===== config.mk =====
export PLATFORM = sky130hd
export DESIGN_NAME = uart_tx_arbiter
export DESIGN_NICKNAME = d
export VERILOG_FILES = /design/src/rtl/uart_tx_arbiter.sv
export SDC_FILE = /design/constraint.sdc
export NUM_CORES = 1
export LEC_CHECK = 0
export ABC_AREA = 1
export BUFFER_PORTS_ARGS = -buffer_cell sky130_fd_sc_hd__buf_4
export CAP_MARGIN = 10
export CORE_MARGIN = 1.5
export CORE_UTILIZATION = 40
export CTS_CLUSTER_SIZE = 12
export DETAILED_ROUTE_END_ITERATION = 8
export HOLD_SLACK_MARGIN = 0.03
export PLACE_DENSITY_LB_ADDON = 0.15
export SYNTH_ARGS = -nofsm -noshare
export SYNTH_HDL_FRONTEND = slang
export SYNTH_SLANG_ARGS = --single-unit

===== constraint.sdc =====
create_clock -name sys_clk_i -period 1.42 [get_ports sys_clk_i]
set_input_delay 0.071 -clock sys_clk_i [delete_from_list [all_inputs] [get_ports sys_clk_i]]
set_output_delay 0.071 -clock sys_clk_i [all_outputs]
set_load 0.1 [all_outputs]

===== src/rtl/uart_tx_arbiter.sv =====
// uart_tx_arbiter
// Shares one byte-wide UART transmitter among NREQ requesters. Arbitration
// is round robin. The winning requester keeps the transmitter until it sends
// a byte flagged last, so messages are never interleaved. Two timers recover
// from a transmitter that never reports busy and from an owner that stalls
// mid-message.
//
// Ports
//   sys_clk_i     system clock
//   sys_rst_i     synchronous active-high reset
//   req_valid_i   per-requester byte valid
//   req_data_i    per-requester byte, requester i on [8i+7:8i]
//   req_last_i    byte is the final byte of its message
//   req_ready_o   byte accepted when valid and ready are both high
//   grant_o       one-hot current owner, zero when there is no owner
//   uart_wr_o     one-cycle write strobe to the transmitter
//   uart_dat_o    byte to the transmitter, valid while uart_wr_o is high
//   uart_busy_i   transmitter busy
//   err_timeout_o one-cycle pulse on a busy or hold timeout
//   active_o      high whenever the arbiter is not idle
module uart_tx_arbiter #(
    parameter int NREQ         = 4,
    parameter int BUSY_TIMEOUT = 15,
    parameter int HOLD_TIMEOUT = 1023
) (
    input  logic              sys_clk_i,
    input  logic              sys_rst_i,
    input  logic [NREQ-1:0]   req_valid_i,
    input  logic [8*NREQ-1:0] req_data_i,
    input  logic [NREQ-1:0]   req_last_i,
    output logic [NREQ-1:0]   req_ready_o,
    output logic [NREQ-1:0]   grant_o,
    output logic              uart_wr_o,
    output logic [7:0]        uart_dat_o,
    input  logic              uart_busy_i,
    output logic              err_timeout_o,
    output logic              active_o
);

    localparam int IDX_W = (NREQ > 1) ? $clog2(NREQ) : 1;
    localparam int HW    = $clog2(HOLD_TIMEOUT + 1);
    localparam int BW    = $clog2(BUSY_TIMEOUT + 1);

    typedef enum logic [1:0] {
        ST_IDLE      = 2'd0,
        ST_HOLD      = 2'd1,
        ST_WAIT_BUSY = 2'd2,
        ST_WAIT_DONE = 2'd3
    } state_t;

    state_t            state_r, state_n;
    logic [NREQ-1:0]   grant_r, grant_n;
    logic [IDX_W-1:0]  owner_r, owner_n;
    logic [IDX_W-1:0]  ptr_r, ptr_n;
    logic              last_r, last_n;
    logic              wr_r, wr_n;
    logic [7:0]        dat_r, dat_n;
    logic              err_r, err_n;
    logic              active_r, active_n;
    logic [HW-1:0]     hold_cnt_r, hold_cnt_n;
    logic [BW-1:0]     busy_cnt_r, busy_cnt_n;

    logic [IDX_W-1:0]  pick_s;
    logic              pick_found_s;
    logic [IDX_W-1:0]  cand_s;
    logic              owner_valid_s;
    logic              owner_last_s;
    logic [7:0]        owner_data_s;
    logic [NREQ-1:0]   req_ready_s;

    function automatic logic [NREQ-1:0] idx_to_onehot(input logic [IDX_W-1:0] idx);
        logic [NREQ-1:0] one_v;
        one_v = {{(NREQ-1){1'b0}}, 1'b1};
        return one_v << idx;
    endfunction

    assign owner_valid_s = req_valid_i[owner_r];
    assign owner_last_s  = req_last_i[owner_r];
    assign owner_data_s  = req_data_i[{owner_r, 3'b000} +: 8];

    // Round-robin pick: first valid requester at or after ptr+1, wrapping.
    always_comb begin
        pick_s       = '0;
        pick_found_s = 1'b0;
        cand_s       = '0;
        for (int k = 1; k <= NREQ; k++) begin
            cand_s = IDX_W'((int'(ptr_r) + k) % NREQ);
            if (!pick_found_s && req_valid_i[cand_s]) begin
                pick_found_s = 1'b1;
                pick_s       = cand_s;
            end else begin
                pick_found_s = pick_found_s;
            end
        end
    end

    // Ready is offered only to the owner, only in HOLD and only while the
    // transmitter is free; it deliberately ignores the owner's valid.
    always_comb begin
        if ((state_r == ST_HOLD) && !uart_busy_i) begin
            req_ready_s = grant_r;
        end else begin
            req_ready_s = '0;
        end
    end

    // Next-state and next-output logic.
    always_comb begin
        state_n    = state_r;
        grant_n    = grant_r;
        owner_n    = owner_r;
        ptr_n      = ptr_r;
        last_n     = last_r;
        wr_n       = 1'b0;
        dat_n      = dat_r;
        err_n      = 1'b0;
        hold_cnt_n = hold_cnt_r;
        busy_cnt_n = busy_cnt_r;
        case (state_r)
            ST_IDLE: begin
                if (pick_found_s) begin
                    owner_n    = pick_s;
                    grant_n    = idx_to_onehot(pick_s);
                    state_n    = ST_HOLD;
                    hold_cnt_n = '0;
                    busy_cnt_n = '0;
                end else begin
                    state_n = ST_IDLE;
                end
            end
            ST_HOLD: begin
                if (owner_valid_s && !uart_busy_i) begin
                    wr_n       = 1'b1;
                    dat_n      = owner_data_s;
                    last_n     = owner_last_s;
                    state_n    = ST_WAIT_BUSY;
                    hold_cnt_n = '0;
                    busy_cnt_n = '0;
                end else if (owner_valid_s) begin
                    hold_cnt_n = '0;
                end else if (hold_cnt_r == HW'(HOLD_TIMEOUT - 1)) begin
                    // Owner stalled mid-message: revoke the lock.
                    err_n      = 1'b1;
                    grant_n    = '0;
                    ptr_n      = owner_r;
                    state_n    = ST_IDLE;
                    hold_cnt_n = '0;
                    busy_cnt_n = '0;
                end else begin
                    hold_cnt_n = hold_cnt_r + HW'(1);
                end
            end
            ST_WAIT_BUSY: begin
                if (uart_busy_i) begin
                    state_n    = ST_WAIT_DONE;
                    hold_cnt_n = '0;
                    busy_cnt_n = '0;
                end else if (busy_cnt_r == BW'(BUSY_TIMEOUT - 1)) begin
                    // Transmitter never acknowledged the write.
                    err_n      = 1'b1;
                    grant_n    = '0;
                    ptr_n      = owner_r;
                    state_n    = ST_IDLE;
                    hold_cnt_n = '0;
                    busy_cnt_n = '0;
                end else begin
                    busy_cnt_n = busy_cnt_r + BW'(1);
                end
            end
            ST_WAIT_DONE: begin
                if (!uart_busy_i && last_r) begin
                    grant_n    = '0;
                    ptr_n      = owner_r;
                    state_n    = ST_IDLE;
                    hold_cnt_n = '0;
                    busy_cnt_n = '0;
                end else if (!uart_busy_i) begin
                    state_n    = ST_HOLD;
                    hold_cnt_n = '0;
                    busy_cnt_n = '0;
                end else begin
                    state_n = ST_WAIT_DONE;
                end
            end
            default: begin
                state_n    = ST_IDLE;
                grant_n    = '0;
                hold_cnt_n = '0;
                busy_cnt_n = '0;
            end
        endcase
        active_n = (state_n != ST_IDLE);
    end

    // State and registered outputs; pointer resets so requester 0 wins first.
    always_ff @(posedge sys_clk_i) begin
        if (sys_rst_i) begin
            state_r    <= ST_IDLE;
            grant_r    <= '0;
            owner_r    <= '0;
            ptr_r      <= IDX_W'(NREQ - 1);
            last_r     <= 1'b0;
            wr_r       <= 1'b0;
            dat_r      <= 8'h00;
            err_r      <= 1'b0;
            active_r   <= 1'b0;
            hold_cnt_r <= '0;
            busy_cnt_r <= '0;
        end else begin
            state_r    <= state_n;
            grant_r    <= grant_n;
            owner_r    <= owner_n;
            ptr_r      <= ptr_n;
            last_r     <= last_n;
            wr_r       <= wr_n;
            dat_r      <= dat_n;
            err_r      <= err_n;
            active_r   <= active_n;
            hold_cnt_r <= hold_cnt_n;
            busy_cnt_r <= busy_cnt_n;
        end
    end

    assign req_ready_o   = req_ready_s;
    assign grant_o       = grant_r;
    assign uart_wr_o     = wr_r;
    assign uart_dat_o    = dat_r;
    assign err_timeout_o = err_r;
    assign active_o      = active_r;

endmodule


[Word level (Yosys, flattened, before mapping)]
Index checks and enable logic that the tools add are counted.
Storage, ports and cells
  RAM bits: 0
  bits in registers: 36
  word-level logic and storage cells: 129
  output and inout bits: 19
  memories: 0
  memory bits (read-only): 0
  bits in latches: 0
Operators by class
  multiply operators: 0
  bitwise gates (word level): 1
  equal/unequal tests: 16
  mux-type cells: 68
  shift-type cells: 2
  reductions and logical operators: 20
  order comparisons: 5
  div/mod/pow operators: 0
  add/sub/neg operators: 6
Operators by type and width (count)
  $mux 10: 8
  $mux 4: 14
  $pmux 10 s4: 1
  $mux 2: 17
  $pmux 4 s4: 2
  $shiftx 32x6->8: 1
  $mux 1: 17
  $lt 2x3->1 const B: 5
  $reduce_and 7->1: 2
  $bmux 1 s2: 6
  $ne 2x2->1 const B: 6
  $add 10x1->10 const B: 1
  $eq 10x10->1 const B: 1
  $pmux 2 s4: 1
  $logic_and 1x1->1: 6
  $ne 3x3->1 const B: 2
  $pmux 2 s3: 1
  $add 2x1->2 const B: 2
  $add 2x2->2 const B: 2
  $add 4x1->4 const B: 1
  $eq 2x2->1 const B: 2
  $eq 4x4->1 const B: 1
  $logic_not 1->1: 4
  $reduce_and 2->1: 2
  13 further kinds: 13

[Longest topological paths before layout]
  depth in word-level cells: 16
  gate-level depth with buffers: 15
  depth with buffers taken out: 13

[Worst setup path before layout]
OpenSTA, ideal clock, no wires.
  path kind: flip-flop to output port
  from: register state_r[1]
  to: output port req_ready_o[0]
  cell stages (with the launch flop): 6
  data required time: 1.349 ns
  path slack: -0.982 ns
  path buffers: 1
  data arrival time: 2.331 ns
  path through: dfxtp_1 inv_1 ha_1 clkbuf_1 nand2_1 nor2_1
Between the ends
  word-level cells in the longest chain between the ends: 3
Ends and longest elaborated chain
  start: declaration: line 51  | state_t state_r, state_n;
  start signal: assignment: line 210  | state_r <= state_n;
  $eq 2x1->1: line 100  | if ((state_r == ST_HOLD) && !uart_busy_i) begin
  $logic_and 1x1->1: line 100
  $mux 4: line 100
  end: declaration: line 31  | output logic [NREQ-1:0] req_ready_o,
Every way passes these cells.

[Final worst setup path]
  from: register ptr_r[0]
  to: register hold_cnt_r[2]
Between the ends
  word-level cells in the longest chain between the ends: 15
Ends and longest elaborated chain
  start: declaration: line 54  | logic [IDX_W-1:0] ptr_r, ptr_n;
  start signal: assignment: line 201  | ptr_r <= IDX_W'(NREQ - 1);
  start signal: assignment: line 213  | ptr_r <= ptr_n;
  $add 2x1->2: line 87  | cand_s = IDX_W'((int'(ptr_r) + k) % NREQ);
  $bmux 1 s2: line 88  | if (!pick_found_s && req_valid_i[cand_s]) begin
  $mux 1 (not written as such): line 88
  $mux 1: line 88
  $logic_not 1->1: line 88
  $logic_and 1x1->1: line 88
  $mux 1: line 88
  $logic_not 1->1: line 88
  $logic_and 1x1->1: line 88
  $mux 1: line 88
  $logic_not 1->1: line 88
  $logic_and 1x1->1: line 88
  $mux 1 *: line 88
  $ne 2x2->1 (no line) *
  $reduce_and 3->1 (no line) *
  end signal: assignment: line 219  | hold_cnt_r <= hold_cnt_n;
  end: declaration: line 60  | logic [HW-1:0] hold_cnt_r, hold_cnt_n;
Mark *: on every way between the ends. The rest lies on a longest branch, timed or not. The select of a mux whose other input is x is not followed.
A chain may end at the register's enable or synchronous reset.

==> impl_summary.txt <==
----------------------------------------------------
[Global route]
  Wire length of the first global-routing pass ... 11.8 mm
  Via count of the first global-routing pass ... 2,754
  Number of antenna violations at the first check in global routing ... 0
  Total routing usage reported by global routing ... 22.6%
  Largest net degree at the start of global routing ... 25
  Aggregate global routing overflow ... 0

[Route]
  Total Routed Length ... 7.48 mm
  Number of detailed-route iterations in the first pass ... 4
  Via-to-Cell Ratio ... 5.02
  Starting DRT DRC Count ... 117
  Via count ... 2,954
  Drc violations ... 0
  Remaining antenna violation count after routing ... 0
  Wire per inst ... 12.7 um

[Synthesis]
  Distinct cells, synth ... 35
  Portion of the post-synthesis area used by sequential elements ... 29.2%
  Count of state elements after synthesis ... 36
  Main area contributors after synthesis ... sky130_fd_sc_hd__dfxtp_1 29%, sky130_fd_sc_hd__nand2_1 14%, sky130_fd_sc_hd__nand3_1 7.3%, sky130_fd_sc_hd__nor2_1 6.2%, sky130_fd_sc_hd__a21oi_1 6.1%
  Synthesized instance count ... 387
  EDFF count, synth ... 0
  Async S/R FF share, synth ... 0%
  Post-synth top flop ... sky130_fd_sc_hd__dfxtp_1
  Most frequent cells after synthesis ... 91 x sky130_fd_sc_hd__nand2_1, 41 x sky130_fd_sc_hd__nor2_1, 37 x sky130_fd_sc_hd__inv_1, 36 x sky130_fd_sc_hd__dfxtp_1, 36 x sky130_fd_sc_hd__nand3_1
  Post-synthesis net count ... 439
  Biggest area consumer among synthesized cells ... sky130_fd_sc_hd__dfxtp_1
  Netlist area before placement ... 2470 um^2
  Synthesized area per cell ... 6.38 um^2
  Number of warnings issued by yosys ... 0
  Yosys top cell area share ... 29.2%
  Cell with the most instances after synthesis ... sky130_fd_sc_hd__nand2_1

[STA]
  Part of the cycle the worst path needs ... 116%
  Number of endpoints with negative hold slack in the final report ... 0
  Setup-violating endpoint count in the final report ... 28
  Max Fclk ... 605 MHz
  Least-Margin Pin Slew ... 0.308 ns
  Unrepaired setup endpoints after global routing ... true
  Clock period minus final worst setup slack ... 1.65 ns
  Post-layout worst setup margin ... -0.233 ns
  Pins Over Slew Limit ... 0
  Slew HR ... 79.3%
  Setup total negative slack ... -4.17 ns
  Skew final ... 0.00853 ns

[Setup path]
  Arrival time worst endpoint ... 1.89 ns
  Kind of cell with the highest combined delay on the critical path ... simple AND/OR/NAND/NOR gates
  Sort of element at the start of the critical path ... flop
  Required @ worst endpoint ... 1.66 ns
  Cell repeated most along the worst path ... sky130_fd_sc_hd__nand2_4
  Setup crit end kind ... flop
  CP max FO ... 10
  Biggest cell delay along the critical path ... 0.41 ns
  Number of buffer and inverter stages on the critical path ... 2
  Setup Crit Path Kind ... flop to flop
  Worst path slowest cell ... sky130_fd_sc_hd__dfxtp_4
  Reg2reg setup slack ... -0.23 ns
  Chain of cells forming the critical path ... inv_8, nand2_4, nand2_4, nand2_4, nand2_4, nor2_8, nand4_4, nand2_8, o21ai_4, buf_4, a21oi_2

[CTS]
  CTS buffer count ... 5
  CTS tree ... yes
  Maximum root-to-sink buffer count ... 2
  Root buffer selected by CTS ... sky130_fd_sc_hd__clkbuf_8
  H-Tree Depth ... 2
  Source-to-sink clock delay at the later pin of the worst-skew pair ... 0.30 ns
  Clock Sink Count ... 36
  Clock Pin Slew Worst Setup and Hold Paths ... 0.09 ns

[Placed design]
  # port buffers ... 61
  Post-DP HPWL ... 5.26 mm
  Placed standard-cell area ... 3430 um^2
  Weighted congestion at the end of routability-driven global placement ... 0.887
  Total placed cells including tap cells ... 563
  Post-placement worst setup slack ... -0.225 ns

[Die]
  Width of the die ... 81.5 um
  I/O Pins ... 62
  Floorplan core area ... 5960 um^2
  Initial Util ... 41.4%
  Floorplan row count ... 28
  Die area ... 6650 um^2
  Height of the chip ... 81.5 um

[Final layout]
  Antenna diodes ... 0
  Area growth from synthesis to final layout ... 65.7%
  Final net count ... 565
  Number of cells in the finished layout apart from fillers ... 589
  Final core utilization ... 68.6%
  Post-Layout Inst Area ... 4090 um^2
  Fraction of layout cells with a size suffix above 1 ... 49.4%

[Run status]
  Outcome ... finished, violations left
  Violated checks ... setup timing

[Job]
  Number of maximum-capacitance constraint violations ... 0

[Pwr]
  Worst IR drop on VDD ... 1240 uV
  Leak Pwr ... 1.80 nW
  Pwr Density ... 1680 nW/um^2

[Hold path]
  Worst hold path class ... input port to flop

----------------------------------------------------
[state kept, by name, indices dropped and copies added, names as in the netlist]
| register | cells |
|---|---|
| hold_cnt_r | 10 |
| uart_dat_o | 8 |
| busy_cnt_r | 4 |
| grant_o | 4 |
| owner_r | 2 |
| ptr_r | 2 |
| state_r | 2 |
| active_o | 1 |
| err_timeout_o | 1 |
| last_r | 1 |
| uart_wr_o | 1 |
[report_power, final]
part,switching (mW),total (mW),internal [mW],leakage [nW]
Clock,0.411,0.940,0.529,0.0548
Combinational,2.77,4.58,1.81,1.45
Sequential,0.162,1.36,1.20,0.297
[cells by family after synthesis]
logic type | Yosys count | synth area share (%)
AND/OR/NAND/NOR | 205 | 38.6
buffers and inverters | 58 | 9.99
XOR/XNOR | 1 | 0.355
flip-flops | 36 | 29.2
adder cells (fa/ha/maj) | 9 | 4.56
AO/OA/AOI/OAI | 78 | 17.3
[worst reg2reg max path, stage by stage, from the launching register on]
cell                      delay [ns]
sky130_fd_sc_hd__dfxtp_4        0.41
sky130_fd_sc_hd__inv_8          0.06
sky130_fd_sc_hd__nand2_4        0.07
sky130_fd_sc_hd__nand2_4        0.06
sky130_fd_sc_hd__nand2_4        0.08
sky130_fd_sc_hd__nand2_4        0.07
sky130_fd_sc_hd__nor2_8         0.13
sky130_fd_sc_hd__nand4_4        0.19
sky130_fd_sc_hd__nand2_8        0.16
sky130_fd_sc_hd__o21ai_4        0.09
sky130_fd_sc_hd__buf_4          0.16
sky130_fd_sc_hd__a21oi_2        0.10
[stage by stage]
stage	hold slack, ns	total power, mW
final	0.151	6.88
after global routing	0.169	7.33
after detailed placement	0.441	4.88
after CTS	0.137	6.26
after floorplan	0.159	3.84
after global placement	0.438	4.84
[final cells by class]
type	count	area [um^2]
fill	529	1870
multi-input combinational	294	1850
timing repair buffer	131	1090
sequential	36	741
inverter	45	199
tap	75	93.8
clock buffer	5	68.8
clock inverter	3	46.3
[worst paths after layout]
| check | startpoint | endpoint | cells after the start |
|---|---|---|---|
| min | sys_rst_i | uart_wr_o$_SDFF_PP0_ | 2 |
| max reg2reg | ptr_r[0]$_SDFFE_PP1P_ | hold_cnt_r[2]$_SDFFE_PP0P_ | 11 |
| min reg2reg | grant_o[0]$_SDFFE_PP0P_ | grant_o[0]$_SDFFE_PP0P_ | 2 |
| max | ptr_r[0]$_SDFFE_PP1P_ | hold_cnt_r[2]$_SDFFE_PP0P_ | 11 |
[metal layers]
metal / wire length, um / GRT usage [%] / up-vias
met5: 0 / 0 / -
met4: 115 / 6.03 / 0
met3: 348 / 5.00 / 9
met2: 3760 / 39.7 / 78
met1: 3260 / 27.7 / 1343
li1: - / - / 1524
[timing repair]
action                     4_1_cts  5_1_grt
hold buffers                     0        0
resized for setup               56       63
buffers inserted                 7       10
setup endpoints to repair       28       38
gates cloned                     0        1
pin swaps                       12       20
[layout by cell type (no fill, tap or decap), types with 3 or more instances in the layout]
cell,n
sky130_fd_sc_hd__buf_4,119
sky130_fd_sc_hd__nand2_1,63
sky130_fd_sc_hd__nor2_1,33
sky130_fd_sc_hd__inv_1,30
sky130_fd_sc_hd__nand2_2,30
sky130_fd_sc_hd__nand3_1,29
sky130_fd_sc_hd__dfxtp_1,24
sky130_fd_sc_hd__a21oi_1,22
sky130_fd_sc_hd__o21ai_0,20
sky130_fd_sc_hd__nand2_4,10
sky130_fd_sc_hd__a21oi_2,10
sky130_fd_sc_hd__dfxtp_2,10
sky130_fd_sc_hd__nor2_4,9
sky130_fd_sc_hd__o22ai_1,9
sky130_fd_sc_hd__inv_2,7
sky130_fd_sc_hd__nand3_2,7
sky130_fd_sc_hd__o21ai_1,7
sky130_fd_sc_hd__nor3_1,7
sky130_fd_sc_hd__buf_12,7
sky130_fd_sc_hd__ha_1,6
sky130_fd_sc_hd__inv_4,5
sky130_fd_sc_hd__clkbuf_8,5
sky130_fd_sc_hd__buf_6,5
sky130_fd_sc_hd__o21ai_2,4
sky130_fd_sc_hd__nor2_2,3
sky130_fd_sc_hd__inv_6,3
sky130_fd_sc_hd__nand3b_1,3
(Power assumes the default switching activity.)
